$ cat config.mk
export PLATFORM = sky130hd
export DESIGN_NAME = hc_encode_tx
export DESIGN_NICKNAME = d
export VERILOG_FILES = /design/src/rtl/hc_encode_tx.sv
export SDC_FILE = /design/constraint.sdc
export NUM_CORES = 1
export LEC_CHECK = 0
export CORE_MARGIN = 1
export CORE_UTILIZATION = 49
export CTS_BUF_LIST = sky130_fd_sc_hd__clkbuf_4 sky130_fd_sc_hd__clkbuf_8 sky130_fd_sc_hd__clkbuf_16
export CTS_CLUSTER_SIZE = 28
export DETAILED_ROUTE_END_ITERATION = 10
export PLACE_DENSITY = 0.79
export SLEW_MARGIN = 40
export SYNTH_ARGS = -nofsm -noshare
export SYNTH_HDL_FRONTEND = slang
export SYNTH_SLANG_ARGS = --single-unit
$ cat constraint.sdc
create_clock -name i_clk -period 2.8 [get_ports i_clk]
set_input_delay 0.56 -clock i_clk [delete_from_list [all_inputs] [get_ports i_clk]]
set_output_delay 0.56 -clock i_clk [all_outputs]
set_load 0.05 [all_outputs]
$ cat src/rtl/hc_encode_tx.sv
// hc_encode_tx: Hamming(7,4) encoder with bit-serial transmit, position 1 first.
// Optional HC_ERR_INJ_EN adds single-bit error injection on the serial stream.
module hc_encode_tx #(
    parameter int IDLE_GAP = 0,
    parameter int CNT_W    = 16
) (
    input  logic             i_clk,
    input  logic             i_rst_n,
    input  logic [4:1]       i_data,
    input  logic             i_valid,
    output logic             o_ready,
    output logic             o_ser_bit,
    output logic             o_ser_valid,
    output logic             o_ser_sof,
    output logic             o_ser_eof,
    output logic [7:1]       o_enc_data,
    output logic [CNT_W-1:0] o_word_cnt,
    output logic             o_busy
`ifdef HC_ERR_INJ_EN
    ,
    input  logic             i_inj_en,
    input  logic [2:0]       i_inj_pos,
    output logic [CNT_W-1:0] o_inj_cnt
`endif
);

    localparam logic [7:0] GAP_LD = 8'(IDLE_GAP);

    typedef enum logic [1:0] {
        IDLE,
        SHIFT,
        GAP
    } state_t;

    state_t           state_q, state_d;
    logic [2:0]       idx_q, idx_d;
    logic [7:0]       gap_q, gap_d;
    logic [7:1]       ser_q, ser_d;
    logic [7:1]       enc_q, enc_d;
    logic [CNT_W-1:0] cnt_q, cnt_d;
    logic [7:1]       flip;
    logic [7:1]       cw;
    logic             accept;

    function automatic logic [7:1] encode(input logic [4:1] d);
        logic [7:1] c;
        c[3] = d[1];
        c[5] = d[2];
        c[6] = d[3];
        c[7] = d[4];
        c[1] = c[3] ^ c[5] ^ c[7];
        c[2] = c[3] ^ c[6] ^ c[7];
        c[4] = c[5] ^ c[6] ^ c[7];
        return c;
    endfunction

    assign cw = encode(i_data);

`ifdef HC_ERR_INJ_EN
    logic [CNT_W-1:0] inj_cnt_q;

    always_comb begin
        flip = '0;
        if (i_inj_en && i_inj_pos != 3'd0)
            flip = 7'b1 << (i_inj_pos - 3'd1);
    end

    always_ff @(posedge i_clk) begin
        if (!i_rst_n)
            inj_cnt_q <= '0;
        else if (accept && flip != '0)
            inj_cnt_q <= inj_cnt_q + 1'b1;
    end

    assign o_inj_cnt = inj_cnt_q;
`else
    assign flip = '0;
`endif

    // Back-to-back mode can take the next word during the last bit.
    assign o_ready = i_rst_n
                   && ((state_q == IDLE)
                    || (state_q == SHIFT && idx_q == 3'd7 && GAP_LD == 8'd0));
    assign accept  = i_valid && o_ready;

    always_comb begin
        state_d = state_q;
        idx_d   = idx_q;
        gap_d   = gap_q;
        ser_d   = ser_q;
        enc_d   = enc_q;
        cnt_d   = cnt_q;
        case (state_q)
            IDLE: ;
            SHIFT: begin
                ser_d = ser_q >> 1;
                if (idx_q == 3'd7) begin
                    // The IDLE accept cycle is the last idle cycle of the gap.
                    if (GAP_LD > 8'd1) begin
                        state_d = GAP;
                        gap_d   = GAP_LD;
                    end else begin
                        state_d = IDLE;
                    end
                end else begin
                    idx_d = idx_q + 3'd1;
                end
            end
            GAP: begin
                gap_d = gap_q - 8'd1;
                if (gap_q <= 8'd2)
                    state_d = IDLE;
            end
            default: state_d = IDLE;
        endcase
        if (accept) begin
            state_d = SHIFT;
            idx_d   = 3'd1;
            enc_d   = cw;
            ser_d   = cw ^ flip;
            cnt_d   = cnt_q + 1'b1;
        end
    end

    always_ff @(posedge i_clk) begin
        if (!i_rst_n) begin
            state_q <= IDLE;
            idx_q   <= '0;
            gap_q   <= '0;
            ser_q   <= '0;
            enc_q   <= '0;
            cnt_q   <= '0;
        end else begin
            state_q <= state_d;
            idx_q   <= idx_d;
            gap_q   <= gap_d;
            ser_q   <= ser_d;
            enc_q   <= enc_d;
            cnt_q   <= cnt_d;
        end
    end

    assign o_ser_valid = (state_q == SHIFT);
    assign o_ser_bit   = o_ser_valid && ser_q[1];
    assign o_ser_sof   = o_ser_valid && (idx_q == 3'd1);
    assign o_ser_eof   = o_ser_valid && (idx_q == 3'd7);
    assign o_enc_data  = enc_q;
    assign o_word_cnt  = cnt_q;
    assign o_busy      = (state_q != IDLE);

endmodule
==> results of run 1 <==
cells in the mapped netlist:
library cell	instances	area [µm²]
nand3_1	13	65.06
o31ai_1	3	22.52
nor2b_1	4	25.02
nor4b_1	2	17.52
dfxtp_1	34	680.7
mux2_2	3	33.78
a21oi_1	12	60.06
a211oi_1	7	52.55
and2_1	3	18.77
buf_2	1	5.000
and4_1	1	8.760
or3_1	6	37.54
buf_4	2	15.01
nor3_1	3	15.01
clkbuf_1	8	30.03
o211ai_1	2	15.01
nor3b_1	1	7.510
xnor2_1	9	78.83
o21ai_0	10	50.05
nor2_1	13	48.80
ha_1	4	50.05
o21a_1	1	7.510
nand2_2	1	6.260
nand2_1	20	75.07
or4_1	3	22.52
xor2_1	2	17.52
nand2b_1	2	12.51
nand4_1	3	18.77
nand3b_1	1	7.510
inv_1	4	15.01
layer usage:
| layer | GRT usage | up-vias | share of wire |
|---|---|---|---|
| li1 | - | 692 | - |
| met1 | 0.2461 | 610 | 0.46 |
| met2 | 0.3605 | 27 | 0.48 |
| met3 | 0.06696 | 5 | 0.048 |
| met4 | 0.07483 | 0 | 0.013 |
| met5 | 0 | - | 0 |
registers in the layout, indices dropped and copies added (netlist names):
name        count
state_q         1
o_enc_data      7
o_word_cnt     16
ser_q           7
idx_q           3
worst max-delay path: stages, from the launching register on:
cell	delay [ns]
dfxtp_1	0.35
ha_1	0.21
ha_1	0.20
nor2b_1	0.65
nor2_1	0.17
buf_12	0.20
kinds of logic after synthesis:
kind of cell / count (synthesis)
XOR/XNOR: 11
AO/OA/AOI/OAI: 35
multiplexers: 3
AND/OR/NAND/NOR: 76
adder cells (fa/ha/maj): 4
flip-flops: 34
buffers and inverters: 15
report_power, final:
| group | total (mW) | switching (mW) | internal [mW] |
|---|---|---|---|
| clock | 0.269 | 0.155 | 0.114 |
| sequential | 0.515 | 0.0128 | 0.503 |
| combinational | 0.165 | 0.104 | 0.0616 |
| total | 0.949 | 0.271 | 0.678 |
cell type report:
cell class / instances / share of cell area
multi-input cells: 129 / 0.3976
flip-flops and latches: 34 / 0.3483
repair buffers: 39 / 0.1997
clock buffers: 7 / 0.02689
well taps: 31 / 0.01985
inverters: 4 / 0.007682
path summary, 6_finish.rpt:
kind         slack, ns              to  cells past startpoint      from
min               0.46        ser_q[7]                      2  ser_q[7]
max reg2reg       0.48  o_word_cnt[15]                      6  idx_q[0]
max               0.12         o_ready                      5  idx_q[0]
min reg2reg       0.46        ser_q[7]                      2  ser_q[7]
per-stage QoR:
step	power [mW]	cell area, µm²	std cells
floorplan	0.6356	1520	178
global placement	0.6883	1899	237
detailed placement	0.6922	1899	237
CTS	0.9532	1952	244
global route	0.9905	1954	244
finish	0.9494	1954	244
==> flow_summary.yaml, run 1 <==
final_layout:
  fill_cells: 239
  fin_util: 0.6851
  diodes: 0
  nets: 224
  multi_input_area_um2: 777.0
  seq_area_um2: 680.7
  drive_gt1_frac: 0.07981
  syn_to_final_growth_pct: 28.56
  most-common-layout-cells: "dfxtp_1 (34), clkdlybuf4s50_1 (34), nand2_1 (20)"
outcome:
  status: "finished, violations left"
  violations: "design-rule violations"
logic_synthesis:
  yosys_warnings: 0
  synth-seq-area-share: 0.4477
  synth.area.mux_share: 0.02222
  synthCells: 178
  synthSimpleGateAreaFrac: 0.2543
  synth_compound_area_frac: 0.1366
  ys_types: 30
  syn-mean-instance-area_um2: 8.540
  ys_ff_latch: 34
  synth_xor_area_frac: 0.06337
  syn-cell-area_um2: 1520
  synth-adder-area-share: 0.03292
  synth.net_count: 189
  synth_top_family_by_area: "simple AND/OR/NAND/NOR gates"
drt:
  ant_nets: 0
  wire_per_inst_um: 13.39
  drt_wl_total_um: 3266
  first_iter_violations: 40
  drt-vias-per-instance: 5.467
  drc_errors: 1
  drtPass1Iterations: 7
  vias: 1334
sta:
  min_period_ns: 2.678
  fin_skew_ns: 0.005019
  setup_tns_ns: 0
  rsz0062_at_grt: "false"
  finalHoldViolations: 0
  worst_pin_slew_ns: 0.8218
  maxClockFrequency_ghz: 0.3734
  setup_violations: 0
  holdWs_ns: 0.4637
  fin_crit_sh: 0.9565
  timing.final.ws_setup_ns: 0.1218
  slew_violations: 0
  relSlewSlack: 0.4510
worst_setup_path:
  cp.required_ns: 2.24
  crit_type: "reg2out"
  cp.arrival_ns: 2.12
  cp-end-kind: "primary output"
  crit_fanout: 13
  start_kind: "flip-flop"
placement:
  post-place-ws_ns: 0.2958
  dp_hpwl_um: 2333
  port_buffers: 35
  gp_congestion: 0.8630
cts:
  cts.sinks: 34
  clk_latency_ns: 0.34
  cts_made_buffers: 5
  cts_setup_buffers: 0
  hold_buffers: 0
  cts.clk_slew.worst_paths_ns: 0.09
  clockBufferDepth: 2
  ctsResizeCount: 0
  cts.htree.levels: 2
  cts_tree: "built"
  clock_tree.root_cell: "clkbuf_4"
global_routing:
  antenna_found_initial: 0
  grt_usage: 0.2096
  grt_pass1_vias: 1245
  grt_overflow_total: 0
  grt_pass1_wl_um: 5402
  grt_max_degree: 24
floorplan:
  die_area_um2: 3329
  core_um2: 2853
  rows: 19
  start_util: 0.5329
  die_h_um: 57.70
  ioPinCount: 36
  chipWidth_um: 57.70
run:
  drv_cap: 0
power:
  p_leak_nw: 0.6924
  peakVddDrop_mv: 0.3491
  power.density_nw_per_um2: 485.8
worst_hold_path:
  hold_class: "reg2reg"
(Power assumes the default switching activity.)
==> run 2: changes to the inputs <==
Settings changed: SKIP_CTS_REPAIR_TIMING set to 1.
==> results of run 2 <==
Final layout, timing and power as in run 1 (identical DEF).
==> run 3: changes to the inputs <==
--- a/config.mk
+++ b/config.mk
@@ -13,2 +13,3 @@
 export PLACE_DENSITY = 0.79
+export SETUP_SLACK_MARGIN = 0.05
 export SKIP_CTS_REPAIR_TIMING = 1
--- a/constraint.sdc
+++ b/constraint.sdc
@@ -3,2 +3,2 @@
 set_output_delay 0.56 -clock i_clk [all_outputs]
-set_load 0.05 [all_outputs]
+set_load 0.01 [all_outputs]
==> flow_summary.yaml, run 3 (same netlist as run 1, synthesis figures left out) <==
outcome:
  status: "finished, violations left"
  violations: "design-rule violations"
worst_setup_path:
  crit_slowest_cell: "clkdlybuf4s50_1"
  cpPeakStageDelay_ns: 0.49
  crit_buf_inv: 1
  crit_type: "reg2out"
  path_delay_family: "buffers and inverters"
  crit_fanout: 7
  cp-end-kind: "primary output"
  cp.arrival_ns: 2.06
  cp.required_ns: 2.24
  worst_path_most_repeated_cell: "ha_1"
  path_cells: "ha_1 > ha_1 > nor2b_1 > nor2_1 > clkdlybuf4s50_1"
  start_kind: "flip-flop"
drt:
  wire_per_inst_um: 13.77
  drc_errors: 1
  vias: 1412
  drt_wl_total_um: 3402
  ant_nets: 0
  drtPass1Iterations: 7
  first_iter_violations: 74
  drt-vias-per-instance: 5.717
cts:
  cts.sinks: 34
  cts_made_buffers: 5
  clk_latency_ns: 0.33
  cts_tree: "built"
  cts.clk_slew.worst_paths_ns: 0.09
  clock_tree.root_cell: "clkbuf_4"
  clockBufferDepth: 2
  cts.htree.levels: 2
global_routing:
  antenna_found_initial: 0
  grt_usage: 0.2234
  grt_max_degree: 24
  grt_pass1_wl_um: 5809
  grt_pass1_vias: 1336
  grt_overflow_total: 0
run:
  drv_cap: 0
final_layout:
  drive_gt1_frac: 0.08333
  syn_to_final_growth_pct: 29.47
  largest_reg_flops: 16
  fill_cells: 248
  most-common-layout-cells: "clkdlybuf4s50_1 (35), dfxtp_1 (34), nand2_1 (20)"
  diodes: 0
  final_common_cell: "clkdlybuf4s50_1"
  nets: 226
power:
  total_power_uw: 928.0
  peakVddDrop_mv: 0.3056
  power.density_nw_per_um2: 471.5
  p_leak_nw: 0.7041
sta:
  maxClockFrequency_ghz: 0.3814
  setup_tns_ns: 0
  slew_violations: 0
  relSlewSlack: 0.6918
  rsz0062_at_grt: "false"
  fin_skew_ns: 0.01719
  fin_crit_sh: 0.9365
  worst_pin_slew_ns: 0.4613
  finalHoldViolations: 0
  min_period_ns: 2.622
  setup_violations: 0
placement:
  gp_congestion: 0.8960
  dp_hpwl_um: 2495
  port_buffers: 35
floorplan:
  core_um2: 2853
  chipWidth_um: 57.70
  die_area_um2: 3329
  ioPinCount: 36
  start_util: 0.5329
  rows: 19
  die_h_um: 57.70
worst_hold_path:
  hold_class: "reg2reg"
==> run 3: path summary, 6_finish.rpt <==
path | cells past startpoint | slack, ns | to | startpoint
worst min register to register | 2 | 0.46 | o_enc_data[7] | o_enc_data[7]
worst max-delay path | 5 | 0.18 | o_ready | idx_q[0]
worst max register to register | 6 | 0.50 | o_word_cnt[15] | idx_q[0]
worst min-delay path | 2 | 0.46 | o_enc_data[7] | o_enc_data[7]
==> run 3: through the flow <==
step / area, µm² / instances / hold WS (ns) / utilization / setup WS (ns)
2_1_floorplan: 1520 / 178 / 0.4329 / - / 0.8082
3_3_place_gp: 1904 / 239 / 0.4419 / 0.6675 / 0.1890
3_5_place_dp: 1904 / 239 / 0.4531 / 0.6675 / 0.08289
4_1_cts: 1968 / 247 / 0.4672 / 0.6899 / 0.1795
5_1_grt: 1968 / 247 / 0.4894 / 0.6899 / 0.08327
6_report: 1968 / 247 / 0.4625 / 0.6899 / 0.1778
==> run 3: final cells by class <==
class / instances / area [µm²] / share of cell area
tap: 31 / 38.79 / 0.01971
multi-input combinational: 129 / 774.5 / 0.3935
clock buffer: 7 / 58.81 / 0.02988
clock inverter: 1 / 5.005 / 0.002543
inverter: 4 / 15.01 / 0.007629
timing repair buffer: 41 / 395.4 / 0.2009
sequential: 34 / 680.7 / 0.3458
==> run 3: report_power, final <==
group          switching [mW]  leakage, nW  internal, mW
Combinational          0.0621        0.389        0.0622
Sequential             0.0123        0.277         0.503
Clock                   0.157       0.0387         0.131
==> run 3: worst register-to-register path, cell delays in order (launching register included) <==
cell and delay (ns):
dfxtp_1 0.40, ha_1 0.18, ha_1 0.19, nor2b_1 0.13, or4_1 0.71, or4_1 0.46
a21oi_1 0.17
==> run 3: per-layer routing <==
metal	GRT usage	up-vias	wire (µm)
met4	0.09864	0	52
li1	-	697	-
met2	0.3771	32	1640
met5	0	-	0
met1	0.2732	675	1578
met3	0.05134	8	131
